## src/rtl/cardio_tnn1_seqctl.sv

```systemverilog
// Sequencing controller for the cardio TNN classifier: loads a feature vector beat by beat,
// waits for the combinational classifier to settle, captures the prediction and keeps class statistics.
module cardio_tnn1_seqctl #(
    parameter int FEAT_CNT      = 19,
    parameter int FEAT_BITS     = 4,
    parameter int CLASS_CNT     = 3,
    parameter int SETTLE_CYCLES = 2,
    parameter int CNT_BITS      = 16,
    localparam int PRED_W       = (CLASS_CNT > 1) ? $clog2(CLASS_CNT) : 1
) (
    input  logic                          clk,
    input  logic                          rst,
    input  logic                          feat_valid,
    input  logic [FEAT_BITS-1:0]          feat_data,
    output logic                          feat_ready,
    output logic [FEAT_CNT*FEAT_BITS-1:0] features,
    input  logic [PRED_W-1:0]             prediction,
    output logic                          out_valid,
    output logic [PRED_W-1:0]             out_pred,
    input  logic                          out_ready,
    input  logic                          clr_counts,
    output logic [CLASS_CNT*CNT_BITS-1:0] class_count,
    output logic [CNT_BITS-1:0]           n_done,
    output logic                          pred_err
);

    localparam int IDX_W = (FEAT_CNT > 1) ? $clog2(FEAT_CNT) : 1;
    localparam int SET_W = (SETTLE_CYCLES > 1) ? $clog2(SETTLE_CYCLES) : 1;
    localparam logic [PRED_W:0] CLASS_LIM = (PRED_W+1)'(CLASS_CNT);

    typedef enum logic [1:0] {
        ST_LOAD,
        ST_SETTLE,
        ST_OUT
    } state_t;

    state_t             state_reg, state_next;
    logic [IDX_W-1:0]   idx_reg, idx_next;
    logic [SET_W-1:0]   settle_reg, settle_next;
    logic               out_valid_reg, out_valid_next;
    logic [PRED_W-1:0]  out_pred_reg, out_pred_next;
    logic               beat_accept;
    logic               capture;
    logic               pred_ok;

    assign feat_ready  = (state_reg == ST_LOAD) && !rst;
    assign beat_accept = feat_valid && feat_ready;
    assign pred_ok     = {1'b0, prediction} < CLASS_LIM;
    assign out_valid   = out_valid_reg;
    assign out_pred    = out_pred_reg;

    always_ff @(posedge clk) begin
        if (rst) begin
            state_reg     <= ST_LOAD;
            idx_reg       <= '0;
            settle_reg    <= '0;
            out_valid_reg <= 1'b0;
            out_pred_reg  <= '0;
        end else begin
            state_reg     <= state_next;
            idx_reg       <= idx_next;
            settle_reg    <= settle_next;
            out_valid_reg <= out_valid_next;
            out_pred_reg  <= out_pred_next;
        end
    end

    always_comb begin
        state_next     = state_reg;
        idx_next       = idx_reg;
        settle_next    = settle_reg;
        out_valid_next = out_valid_reg;
        out_pred_next  = out_pred_reg;
        capture        = 1'b0;
        case (state_reg)
            ST_LOAD: begin
                if (beat_accept) begin
                    if (idx_reg == IDX_W'(FEAT_CNT-1)) begin
                        idx_next    = '0;
                        settle_next = SET_W'(SETTLE_CYCLES-1);
                        state_next  = ST_SETTLE;
                    end else begin
                        idx_next = idx_reg + IDX_W'(1);
                    end
                end
            end
            ST_SETTLE: begin
                // Counter reaching zero marks the edge where the classifier output is trusted.
                if (settle_reg == '0) begin
                    capture        = 1'b1;
                    out_pred_next  = prediction;
                    out_valid_next = 1'b1;
                    state_next     = ST_OUT;
                end else begin
                    settle_next = settle_reg - SET_W'(1);
                end
            end
            ST_OUT: begin
                if (out_valid_reg && out_ready) begin
                    out_valid_next = 1'b0;
                    state_next     = ST_LOAD;
                end
            end
            default: state_next = ST_LOAD;
        endcase
    end

    // One register per feature slot; only the slot addressed by idx is written.
    generate
        for (genvar gi = 0; gi < FEAT_CNT; gi++) begin : g_slot
            logic [FEAT_BITS-1:0] slot_reg;
            always_ff @(posedge clk) begin
                if (rst) begin
                    slot_reg <= '0;
                end else if (beat_accept && (idx_reg == IDX_W'(gi))) begin
                    slot_reg <= feat_data;
                end
            end
            assign features[gi*FEAT_BITS +: FEAT_BITS] = slot_reg;
        end
    endgenerate

    // Clear has priority over a simultaneous capture increment.
    generate
        for (genvar gi = 0; gi < CLASS_CNT; gi++) begin : g_cls
            logic [CNT_BITS-1:0] cnt_reg;
            always_ff @(posedge clk) begin
                if (rst || clr_counts) begin
                    cnt_reg <= '0;
                end else if (capture && pred_ok && (prediction == PRED_W'(gi))
                             && (cnt_reg != {CNT_BITS{1'b1}})) begin
                    cnt_reg <= cnt_reg + CNT_BITS'(1);
                end
            end
            assign class_count[gi*CNT_BITS +: CNT_BITS] = cnt_reg;
        end
    endgenerate

    logic [CNT_BITS-1:0] n_done_reg;
    logic                pred_err_reg;

    always_ff @(posedge clk) begin
        if (rst || clr_counts) begin
            n_done_reg   <= '0;
            pred_err_reg <= 1'b0;
        end else if (capture) begin
            if (n_done_reg != {CNT_BITS{1'b1}}) begin
                n_done_reg <= n_done_reg + CNT_BITS'(1);
            end
            if (!pred_ok) begin
                pred_err_reg <= 1'b1;
            end
        end
    end

    assign n_done   = n_done_reg;
    assign pred_err = pred_err_reg;

endmodule

```

## config.mk

```make
export PLATFORM = sky130hd
export DESIGN_NAME = cardio_tnn1_seqctl
export DESIGN_NICKNAME = d
export VERILOG_FILES = /design/src/rtl/cardio_tnn1_seqctl.sv
export SDC_FILE = /design/constraint.sdc
export NUM_CORES = 1
export LEC_CHECK = 0
export CORE_MARGIN = 2
export CORE_UTILIZATION = 54
export DETAILED_ROUTE_END_ITERATION = 7
export PLACE_DENSITY = 0.85
export SYNTH_ARGS = -nofsm -noshare
export SYNTH_HDL_FRONTEND = slang
export SYNTH_SLANG_ARGS = --single-unit
```

## constraint.sdc

```tcl
create_clock -name clk -period 3.8 [get_ports clk]
set_input_delay 0.38 -clock clk [delete_from_list [all_inputs] [get_ports clk]]
set_output_delay 0.38 -clock clk [all_outputs]
set_load 0.03 [all_outputs]
```

**Word-level counts from Yosys, hierarchy flattened**

Cells that the tools add are included.

- Bits in registers: 152
- Bits of input ports: 11

- $add $sub $neg: 6
- Order comparisons: 1
- Equality and inequality tests: 30
- Muxes and demuxes: 15
- Bitwise logic cells: 2
- Reductions and logical operators: 43

Operators with widths:

| kind | count |
|---|---|
| $add 16x1->16 const B | 4 |
| $ne 16x16->1 const B | 4 |
| $eq 5x4->1 const B | 8 |
| $logic_and 1x1->1 | 29 |
| $eq 5x3->1 const B | 4 |
| $eq 5x5->1 const B | 3 |
| $eq 5x2->1 const B | 2 |
| $mux 2 | 4 |
| $reduce_and 2->1 | 4 |
| $mux 1 | 7 |
| $ne 2x2->1 const B | 3 |
| $pmux 2 s3 | 1 |
| $reduce_and 3->1 | 2 |
| $add 5x1->5 const B | 1 |
| $eq 5x1->1 const B | 1 |
| $logic_not 5->1 | 1 |
| $mux 5 | 1 |
| $eq 2x1->1 const B | 2 |
| $eq 2x2->1 const B | 2 |
| $logic_not 2->1 | 2 |
| $pmux 1 s2 | 2 |
| $reduce_and 4->1 | 1 |
| $reduce_bool 2->1 | 2 |
| $lt 2x2->1 const B | 1 |
| other kinds (5) | 6 |

**Longest topological paths before layout**

Gate-level depths: netlist of the first run.

- Depth in word-level cells: 5
- Depth in mapped cells: 7
- Depth with buffers taken out: 6

**Worst setup path before layout of the first run**

OpenSTA, ideal clock, no wires.

- Kind: flip-flop to flip-flop
- Start point: reg g_cls[2].cnt_reg[0]
- End point: reg g_cls[2].cnt_reg[5]
- Library setup time: 70 ps
- Data arrival time: 1997 ps
- Data required time: 3730 ps
- Slack: 1733 ps
- Stages on the path, launching flop included: 8
- Path buffers: 2
- Cell sequence: dfxtp_1 -> ha_1 -> nand4_1 -> nor4_1 -> buf_2 -> buf_2 -> o21ai_0 -> a21oi_1

- Longest elaborated chain between the ends: 2

Ends and longest elaborated chain:

| what | RTL line | source |
|---|---|---|
| start, declared | 126 | `logic [CNT_BITS-1:0] cnt_reg;` |
| start signal, assigned | 132 | `cnt_reg <= cnt_reg + CNT_BITS'(1);` |
| branches (longest 2 deep; another with $add 16x1->16) | n/a |  |

Parallel ways; which one is timed is not known.
A chain may end at the register's enable or synchronous reset.

**Worst setup path in the final report of the first run**

- Start point: reg g_cls[1].cnt_reg[8]
- End point: reg g_cls[1].cnt_reg[4]

- Longest elaborated chain between the ends: 2

Ends and longest elaborated chain:

| what | RTL line | source |
|---|---|---|
| start, declared | 126 |  |
| start signal, assigned | 132 |  |
| $ne 16x16->1 | 131 | `&& (cnt_reg != {CNT_BITS{1'b1}})) begin` |
| $logic_and 1x1->1 | 131 |  |

No other way between the ends.

==> summary.md, run 1 <==
| Metric | Value |
|---|---|
| H-Tree Level Count | `4` |
| Clk_skew | `approximately 0.0065 ns` |
| Total Routing Usage GR | `0.276` |
| # IOs | `between 150 and 200` |
| Die ar. | `between 0.01 and 0.015 mm²` |
| Area of placed instances | `0.00840 mm²` |
| Sw Pwr | `just under 0.8 mW` |
| Max Clock Freq | `~400 MHz` |
| Synth top area cells | `dfxtp_1 45%, mux2i_1 11%, nor2_1 4.8%` |
| DRC | `0` |
| Syn. warnings | `0` |
| Peak VDD IR | `0.309 mV` |
| Core outline area | `0.0121 mm²` |
| Seq pwr share | `0.480` |
| Cell Pwr Density | `372 mW/mm²` |
| Cell family with most CP delay | `simple AND/OR/NAND/NOR gates` |
| Top_reg_cell synth | `dfxtp_1` |
| DRT Wirelength | `between 15,000 and 20,000 µm` |
| Synth top area share | `0.451` |
| Ant diodes | `0` |
| Register area share after synthesis | `0.451` |
| Area of the multi-input gates | `around 0.0035 mm²` |
| Starting Density | `0.557` |
| CTS resizes | `0` |
| # Post-CTS Setup Buffers | `0` |
| Root buffer cell | `clkbuf_16` |
| Fin nets | `about 910` |
| Status | `completed` |
| TNS Setup | `0 ns` |
| Die W | `roughly 120 µm` |
| Simple-gate area share of the yosys netlist | `0.256` |
| Initial antenna violation count | `1` |
| Post-Synth XOR/XNOR Area | `0.00260` |
| Leakage | `3.34 nW` |
| First-pass GRT wire length | `roughly 30,000 µm` |
| CTS sink count | `about 150` |
| Via density | `6.00` |
| Area grow syn2layout | `32.9%` |
| Row count | `40` |
| Synthesized area | `0.00675 mm²` |
| Adder-Cell Fraction of Synth Area | `0.0167` |
| Max reg flops | `76` |
| Critical path capture point type | `register` |
| Initial drt markers | `632` |
| WP data arrival | `around 2.8 ns` |
| CP max stage cell | `nor4_1` |
| Post-synthesis register bit count | `~150` |
| HP Class | `in2reg` |
| Clock Power Share | `0.488` |
| Post-synth EDFFs | `0` |
| Mapped Nets | `between 700 and 800` |
| Logic gate share of total power | `0.032` |
| Measured slew at the worst slew-check pin | `around 1.3 ns` |
| GP Congestion | `0.872` |
| Buf+Inv Stages, Crit Path | `0` |
| Number of buffers added on ports | `about 160` |
| Clock tree buffer depth | `2` |
| Die Ht | `116 µm` |
| Pins Over Slew Limit | `0` |
| Synth Area in Compound Gates | `0.133` |
| Crit path kind | `reg2reg` |
| Vias in the first global route | `~6,000` |
| Sw Ratio | `0.230` |
| Worst rel slew slack | `0.124` |
| Largest net degree at the start of global routing | `42` |
| Post-synthesis mux area share | `0.107` |
| Maxcap violations | `0` |
| Hold Buf Count CTS | `0` |
| Layout fillers | `just under 900` |
| Avg WL per Cell | `17.4 µm` |
| Synth unique cells | `55` |
| DR pass1 iterations | `5` |
| Sequential cell area | `roughly 0.003 mm²` |
| RSZ-0062 raised after global routing | `false` |
| TritonCTS Buffers | `17` |
| Critical path fanouts, max | `11` |
| CTS tree | `done` |
| Mean Syn Cell Area | `around 9.0 µm²` |
| DP HPWL | `about 13,000 µm` |
| Final Setup Violations | `0` |
| Fin util | `0.741` |
| Final worst-path cycle share | `0.653` |
| Final Hold Vio Count | `0` |
| Worst stage delay on the critical path | `around 1.2 ns` |
| Worst-path clk slew | `approximately 0.06 ns` |
| Largest family of logic cells by synthesized area | `simple AND/OR/NAND/NOR gates` |
| Post-Synthesis Cells | `about 750` |
| Minimum clock period | `2.48 ns` |
| Clock Latency Late Sink | `approximately 0.43 ns` |
| Critical path launch point type | `register` |
| Layout cells sized above 1 | `0.0623` |
| Post-route cell area | `about 0.009 mm²` |
| Asr flop ratio synth | `0` |
| Required @ worst endpoint | `~4.2 ns` |
| Internal power | `2.57 mW` |
| GR Overflow Total | `0` |
| DRT antenna net count | `0` |
| Cell taking the most area after synthesis | `dfxtp_1` |
| Routed vias | `between 6,000 and 7,000` |
| CP cell instances | `nand4_1 > nor4_1 > o21ai_0 > a21oi_1` |
cell type report:
cell class                      count  share of cell area
Clock inverter                     13              0.0137
Multi-Input combinational cell    539               0.388
Inverter                           12             0.00502
Sequential cell                   152               0.339
Timing Repair Buffer              164               0.180
Clock buffer                       19              0.0505
Tap cell                          168              0.0234
power groups by stage:
stage | Clock, mW | Combinational [mW] | Sequential, mW
detailed placement | 0 | 0.106 | 1.64
floorplan | 0 | 0.0605 | 1.64
global placement | 0 | 0.104 | 1.64
CTS | 1.63 | 0.106 | 1.60
global route | 1.70 | 0.114 | 1.60
finish | 1.63 | 0.107 | 1.60
cell usage after synthesis, types with 15 or more instances:
library cell and instances:
mux2i_1 72, o21ai_0 15, a21oi_1 55, or4_1 23
nand4_1 26, nand3_1 36, nand2_1 53, nor3_1 15
clkbuf_1 33, nor2_1 87, o31ai_1 23, or3_1 17
dfxtp_1 152
per-layer routing:
metal,vias to the layer above,GRT usage,share of wire
li1,3059,-,-
met1,3058,0.332,0.42
met2,244,0.467,0.49
met3,44,0.0737,0.066
met4,2,0.116,0.026
met5,-,0,0.00070
cell families (layout without fill, tap and decap cells):
family	Yosys count	after routing
compound gates	139	139
xor+xnor	2	2
fa+ha+maj	9	9
mux	72	72
simple gates	317	317
flops	152	152
buf+inv	56	208
placed cells by master (no fill, tap or decap), drive strengths merged, types with 10 or more instances in the layout:
| cell type | synthesis | final |
|---|---|---|
| clkdlybuf4s50 | 0 | 154 |
| dfxtp | 152 | 152 |
| nor2 | 87 | 87 |
| mux2i | 72 | 72 |
| a21oi | 55 | 55 |
| nand2 | 53 | 53 |
| nand3 | 38 | 38 |
| nand4 | 26 | 26 |
| o31ai | 23 | 23 |
| or4 | 23 | 23 |
| clkbuf | 36 | 19 |
| or3 | 17 | 17 |
| nor3 | 15 | 15 |
| o21ai | 15 | 15 |
| inv | 12 | 14 |
| and3 | 12 | 12 |
| and4 | 10 | 10 |
| buf | 8 | 10 |
| nor4 | 10 | 10 |
path summary, 6_finish.rpt:
kind / startpoint / end / slack [ns] / depth (start not counted)
setup / recovery: g_cls[1].cnt_reg[8] / g_cls[1].cnt_reg[4] / 1.32 / 4
hold / removal: rst / g_slot[13].slot_reg[3] / 0.45 / 2
setup reg to reg: g_cls[1].cnt_reg[8] / g_cls[1].cnt_reg[4] / 1.32 / 4
hold reg to reg: g_slot[18].slot_reg[3] / g_slot[18].slot_reg[3] / 0.46 / 2
metrics by stage:
| stage | power (mW) | worst slack [ns] | instances | hold slack [ns] |
|---|---|---|---|---|
| finish | 3.34 | 1.32 | 1067 | 0.452 |
| global route | 3.41 | 1.23 | 1067 | 0.478 |
| CTS | 3.34 | 1.37 | 1067 | 0.451 |
| detailed placement | 1.74 | 1.24 | 1035 | 0.450 |
| global placement | 1.74 | 1.31 | 1035 | 0.448 |
| floorplan | 1.70 | 1.73 | 747 | 0.516 |
worst reg2reg max path, cell delays in order (launching register included):
cell,delay (ns)
dfxtp_1,0.47
nand4_1,0.27
nor4_1,1.15
o21ai_0,0.30
a21oi_1,0.20
Note: power is estimated with default switching activity, not from simulation.
==> run 2: changes to the inputs <==
CORE_UTILIZATION = 50   (was 54)
PLACE_DENSITY = 0.8   (was 0.85)
clock period = 2.4 ns   (was 3.8 ns; I/O delays follow)
==> run 2 against run 1 <==
Core utilization fell by 4.6 points; power rose by 70%; via count rose by 1.6%; non-clock buffer count rose by 15; sequential share of layout area fell by 0.73 points; wire length rose by 1.8%; largest cell class unchanged; largest power group unchanged.
==> summary.md, run 2 (same netlist as run 1, synthesis figures left out) <==
| Metric | Value |
|---|---|
| Core outline area | `0.0132 mm² (was 0.0121 mm²)` |
| TritonCTS Buffers | `17 (unchanged)` |
| Status | `completed (unchanged)` |
| GR Overflow Total | `0 (unchanged)` |
| DP Cell Count | `1,058 (was 1,035)` |
| Max Clock Freq | `443 MHz` |
| Measured slew at the worst slew-check pin | `0.890 ns (was 1.30 ns)` |
| Pre-CTS setup slack | `0.0421 ns (was 1.24 ns)` |
| Final Hold Vio Count | `0 (unchanged)` |
| RSZ-0062 raised after global routing | `false (unchanged)` |
| Peak VDD IR | `0.425 mV (was 0.309 mV)` |
| GP Congestion | `0.900 (was 0.872)` |
| Minimum clock period | `around 2.3 ns` |
| Vias in the first global route | `6,212 (was 5,962)` |
| Post-route insts no fill | `1,090 (was 1,067)` |
| Reg2Reg Launch Point | `state_reg[1] (was g_cls[1].cnt_reg[8])` |
| # IOs | `156 (unchanged)` |
| Final Setup Violations | `0 (unchanged)` |
| Critical path capture point type | `output pin (was register)` |
| DRT antenna net count | `0 (unchanged)` |
| Critical path fanouts, max | `8 (was 11)` |
| DR pass1 iterations | `5 (unchanged)` |
| Row count | `42 (was 40)` |
| Largest net degree at the start of global routing | `51 (was 42)` |
| Fin nets | `921 (was 906)` |
| Required @ worst endpoint | `2.16 ns (was 4.15 ns)` |
| Die ar. | `0.0144 mm² (was 0.0134 mm²)` |
| Worst rel slew slack | `0.405 (was 0.124)` |
| Via density | `5.97 (was 6.00)` |
| CTS resizes | `0 (unchanged)` |
| Leakage | `3.45 nW (was 3.34 nW)` |
| Total Routing Usage GR | `0.262 (was 0.276)` |
| CTS tree | `done (unchanged)` |
| Avg WL per Cell | `17.4 µm (about the same)` |
| Cell Pwr Density | `619 mW/mm² (was 372 mW/mm²)` |
| Worst-path clk slew | `0.06 ns (about the same)` |
| DP HPWL | `13,000 µm (was 12,900 µm)` |
| Sequential cell area | `0.00304 mm² (unchanged)` |
| Most frequent cells in the layout | `154 x clkdlybuf4s50_1, 152 x dfxtp_1, 87 x nor2_1 (unchanged)` |
| First-pass GRT wire length | `30,700 µm (was 29,500 µm)` |
| TNS Setup | `0 ns (unchanged)` |
| Clk_skew | `0.00925 ns (was 0.00646 ns)` |
| Die W | `120 µm (was 116 µm)` |
| Layout cells sized above 1 | `0.0755 (was 0.0623)` |
| Maxcap violations | `0 (unchanged)` |
| Worst stage delay on the critical path | `0.76 ns (was 1.15 ns)` |
| # Post-CTS Setup Buffers | `0 (unchanged)` |
| Pins Over Slew Limit | `0 (unchanged)` |
| Clock Latency Late Sink | `0.44 ns (was 0.43 ns)` |
| Most common cell after layout, fill and taps aside | `clkdlybuf4s50_1 (unchanged)` |
| Crit path launch | `state_reg[1] (was g_cls[1].cnt_reg[8])` |
| Starting Density | `0.512 (was 0.557)` |
| Max reg flops | `76 (unchanged)` |
| Cell family with most CP delay | `buffers and inverters (was simple AND/OR/NAND/NOR gates)` |
| Clock tree buffer depth | `2 (unchanged)` |
| WHS | `0.188 ns (was 0.452 ns)` |
| Initial antenna violation count | `0 (was 1)` |
| HP Class | `in2reg (unchanged)` |
| CP cell instances | `buf_4 > nor3_1 > clkdlybuf4s50_1 (was nand4_1 > nor4_1 > o21ai_0 > a21oi_1)` |
| Root buffer cell | `clkbuf_16 (unchanged)` |
| WP data arrival | `2.02 ns (was 2.83 ns)` |
| Final worst-path cycle share | `0.941` |
| Die Ht | `120 µm (was 116 µm)` |
| CP max stage cell | `clkdlybuf4s50_1 (was nor4_1)` |
| Min-delay src | `rst (unchanged)` |
| Layout fillers | `1,028 (was 889)` |
| Pwr Total | `5.67 mW (was 3.34 mW)` |
| Crit path kind | `reg2out (was reg2reg)` |
| Routed vias | `6,510 (was 6,407)` |
| Area of the multi-input gates | `0.00348 mm² (unchanged)` |
| Area grow syn2layout | `35.8% (was 32.9%)` |
| CTS sink count | `152 (unchanged)` |
| H-Tree Level Count | `4 (unchanged)` |
| Initial drt markers | `584 (was 632)` |
| Critical path launch point type | `register (unchanged)` |
| Buf+Inv Stages, Crit Path | `2 (was 0)` |
| Number of buffers added on ports | `155 (unchanged)` |
| DRT Wirelength | `18,900 µm (was 18,600 µm)` |
| DRC | `0 (unchanged)` |
| Hold Buf Count CTS | `0 (unchanged)` |
| Final WS setup | `0.141 ns (was 1.32 ns)` |
| Ant diodes | `0 (unchanged)` |
run 2: power by group:
group	internal [mW]	switching [mW]	total, mW
clock network	1.86	1.10	2.96
logic	0.0575	0.122	0.180
registers	2.53	0.00505	2.53
total	4.45	1.23	5.67
run 2: layout make-up:
class	instances	share of cell area
well taps	176	0.0240
repair buffers	179	0.188
clock buffers	19	0.0472
flip-flops and latches	152	0.332
inverters	12	0.00491
clock inverters	13	0.0236
multi-input cells	539	0.380
run 2: path summary, 6_finish.rpt:
| kind | to | slack [ns] | cells past startpoint |
|---|---|---|---|
| max reg2reg | g_slot[9].slot_reg[0] | 0.28 | 5 |
| max | feat_ready | 0.14 | 3 |
| min reg2reg | g_slot[18].slot_reg[2] | 0.46 | 2 |
| min | out_pred[1] | 0.19 | 2 |
run 2: per-layer routing:
layer	GRT usage	vias to the layer above	wire (µm)
met3	0.0797	33	1520
met2	0.455	276	9440
met5	0	-	0
met4	0.0846	0	333
met1	0.308	3114	7630
li1	-	3087	-
run 2: metrics by stage:
stage,util,area [µm²]
6_report,0.695,9170
3_3_place_gp,0.646,8520
3_5_place_dp,0.646,8520
2_1_floorplan,-,6750
4_1_cts,0.695,9170
5_1_grt,0.695,9170
==> run 3: changes to the inputs <==
CORE_UTILIZATION = 25   (was 50)
PLACE_DENSITY = not set   (was 0.8)
==> run 3 against run 2 <==
Global-route usage is 12 points lower; final cell count grew 15%; cell area increased by 1.6%; clock skew increased by 0.0011 ns; die area increased by 96%; maximum frequency up 4.1%; count of clock-buffer cells in the layout shrank 2; power is 5.9% lower; core utilization is 35 points lower; via count fell by 4.2%; largest power group unchanged.
==> summary.md, run 3 (same netlist as run 1, synthesis figures left out) <==
| Metric | Value |
|---|---|
| TNS Setup | `0 ns (unchanged)` |
| First-pass GRT wire length | `32,000 µm (was 30,700 µm)` |
| Hold depth | `2 (unchanged)` |
| Initial drt markers | `468 (was 584)` |
| HP Class | `in2reg (unchanged)` |
| Worst stage delay on the critical path | `0.71 ns (was 0.76 ns)` |
| R2R Path End | `g_cls[0].cnt_reg[5] (was g_slot[9].slot_reg[0])` |
| Largest net degree at the start of global routing | `66 (was 51)` |
| Via density | `4.96 (was 5.97)` |
| CTS tree | `done (unchanged)` |
| WP data arrival | `1.93 ns (was 2.02 ns)` |
| CP max stage cell | `clkdlybuf4s50_1 (unchanged)` |
| Area of placed instances | `0.00874 mm² (was 0.00852 mm²)` |
| DRT antenna net count | `0 (unchanged)` |
| Die W | `168 µm (was 120 µm)` |
| R2R depth | `6 (was 5)` |
| DRT Wirelength | `20,000 µm (was 18,900 µm)` |
| Worst-path clk slew | `0.07 ns (was 0.06 ns)` |
| Clock Latency Late Sink | `0.43 ns (was 0.44 ns)` |
| Reg2Reg Launch Point | `settle_reg (was state_reg[1])` |
| Crit path kind | `reg2out (unchanged)` |
| Starting Density | `0.253 (was 0.512)` |
| GRT Max-Usage Layer | `met2 (unchanged)` |
| Min-delay src | `rst (unchanged)` |
| Final Hold Vio Count | `0 (unchanged)` |
| Logic gate share of total power | `0.034 (was 0.032)` |
| Worst rel slew slack | `0.433 (was 0.405)` |
| Maxcap violations | `0 (unchanged)` |
| GR Util met3 | `0.0548 (was 0.0797)` |
| Met1 Usage GRT | `0.175 (was 0.308)` |
| Total Routing Usage GR | `0.140 (was 0.262)` |
| Die ar. | `0.0283 mm² (was 0.0144 mm²)` |
| DP HPWL | `14,000 µm (was 13,000 µm)` |
| Peak VDD IR | `0.482 mV (was 0.425 mV)` |
| Status | `completed (unchanged)` |
| Root buffer cell | `clkbuf_16 (unchanged)` |
| Sw Pwr | `1.30 mW (was 1.23 mW)` |
| Measured slew at the worst slew-check pin | `0.847 ns (was 0.890 ns)` |
| Row count | `60 (was 42)` |
| Number of buffers added on ports | `155 (unchanged)` |
| Clock tree buffer depth | `2 (unchanged)` |
| H-Tree Level Count | `4 (unchanged)` |
| RSZ-0062 raised after global routing | `false (unchanged)` |
| Critical path fanouts, max | `10 (was 8)` |
| Minimum clock period | `2.17 ns (was 2.26 ns)` |
| CP cell instances | `buf_4 > nor3_1 > clkdlybuf4s50_1 (unchanged)` |
| Most common cell after layout, fill and taps aside | `clkdlybuf4s50_1 (unchanged)` |
| CTS sink count | `152 (unchanged)` |
| Fin nets | `923 (was 921)` |
| Die Ht | `168 µm (was 120 µm)` |
| DRC | `0 (unchanged)` |
| Sw Ratio | `0.244 (was 0.216)` |
| CTS resizes | `0 (unchanged)` |
| Clock Power Share | `0.491 (was 0.521)` |
| Post-route cell area | `0.00931 mm² (was 0.00917 mm²)` |
| R2R setup slack | `0.27 ns (was 0.28 ns)` |
| Critical path capture point type | `output pin (unchanged)` |
| Layout cells sized above 1 | `0.0797 (was 0.0755)` |
| Cell Pwr Density | `573 mW/mm² (was 619 mW/mm²)` |
| # IOs | `156 (unchanged)` |
| Seq pwr share | `0.475 (was 0.447)` |
| Avg WL per Cell | `15.9 µm (was 17.4 µm)` |
| Most frequent cells in the layout | `154 x clkdlybuf4s50_1, 152 x dfxtp_1, 87 x nor2_1 (unchanged)` |
| Pins Over Slew Limit | `0 (unchanged)` |
| Leakage | `3.42 nW (was 3.45 nW)` |
| Final Setup Violations | `0 (unchanged)` |
| # Post-CTS Setup Buffers | `0 (unchanged)` |
| Required @ worst endpoint | `2.16 ns (about the same)` |
| Core outline area | `0.0267 mm² (was 0.0132 mm²)` |
| Max reg flops | `76 (unchanged)` |
| Max Clock Freq | `461 MHz (was 443 MHz)` |
| Routed vias | `6,239 (was 6,510)` |
| Clk_skew | `0.0104 ns (was 0.00925 ns)` |
| Met2 Track Usage GR | `0.226 (was 0.455)` |
| Hold Buf Count CTS | `0 (unchanged)` |
| Ant diodes | `0 (unchanged)` |
| DR pass1 iterations | `5 (unchanged)` |
| DP Cell Count | `1,225 (was 1,058)` |
| Final worst-path cycle share | `0.904 (was 0.941)` |
| Initial antenna violation count | `0 (unchanged)` |
| Vias in the first global route | `5,987 (was 6,212)` |
| GP Congestion | `0.818 (was 0.900)` |
| Worst Hold End | `g_slot[3].slot_reg[0] (was out_pred[1])` |
| Post-route insts no fill | `1,257 (was 1,090)` |
| GR Overflow Total | `0 (unchanged)` |
| Critical path launch point type | `register (unchanged)` |
| Area grow syn2layout | `37.9% (was 35.8%)` |
| TritonCTS Buffers | `17 (unchanged)` |
| Internal power | `4.03 mW (was 4.45 mW)` |
==> run 3: changes by cell type in the layout (fill, tap and decap cells not counted), moves of 2 or more <==
cell and change:
buf_4 +3, bufinv_16 -4, clkbuf_1 -2, clkinv_2 +2, clkinv_4 +3
==> run 3: metrics by stage <==
stage          setup slack (ns)  utilization  hold slack [ns]  power [mW]
5_1_grt                   0.144        0.348            0.220        5.54
3_5_place_dp             0.0792        0.327            0.450        2.78
4_1_cts                   0.194        0.348            0.195        5.41
2_1_floorplan             0.333            -            0.376        2.70
3_3_place_gp              0.107        0.327            0.443        2.78
6_report                  0.230        0.348            0.211        5.34
==> run 3: final cells by class <==
class	instances	area, µm²
well taps	341	427
multi-input cells	539	3480
repair buffers	181	1740
clock inverters	15	143
clock buffers	17	425
flip-flops and latches	152	3040
fillers	2767	17400
inverters	12	45.0
==> run 3: worst max path at each step <==
stage / startpoint / end / cells past startpoint / slack [ns]
6_report: state_reg[1] / feat_ready / 3 / 0.23
5_1_grt: settle_reg / g_cls[0].cnt_reg[5] / 6 / 0.14
4_1_cts: state_reg[1] / feat_ready / 3 / 0.19
3_5_place_dp: prediction[1] / g_cls[0].cnt_reg[5] / 6 / 0.08
3_3_place_gp: prediction[1] / g_cls[0].cnt_reg[3] / 6 / 0.11
2_1_floorplan: g_cls[2].cnt_reg[0] / g_cls[2].cnt_reg[5] / 7 / 0.33
==> run 3: critical path: cells and delay by family (launching register included) <==
family	cells	cell delay [ns]
buffers and inverters	2	0.92
DFF	1	0.38
and+or+nand+nor	1	0.21
==> run 3: power by group through the flow <==
stage          Clock (mW)  Combinational [mW]  Sequential [mW]
6_report             2.62               0.184             2.53
4_1_cts              2.69               0.186             2.53
3_5_place_dp            0               0.186             2.59
5_1_grt              2.81               0.199             2.53
3_3_place_gp            0               0.186             2.59
2_1_floorplan           0              0.0959             2.60
==> run 3: layer usage <==
layer,vias up,wire length [µm]
li1,3091,-
met3,17,1490
met5,-,0
met2,160,9090
met4,0,227
met1,2971,9210
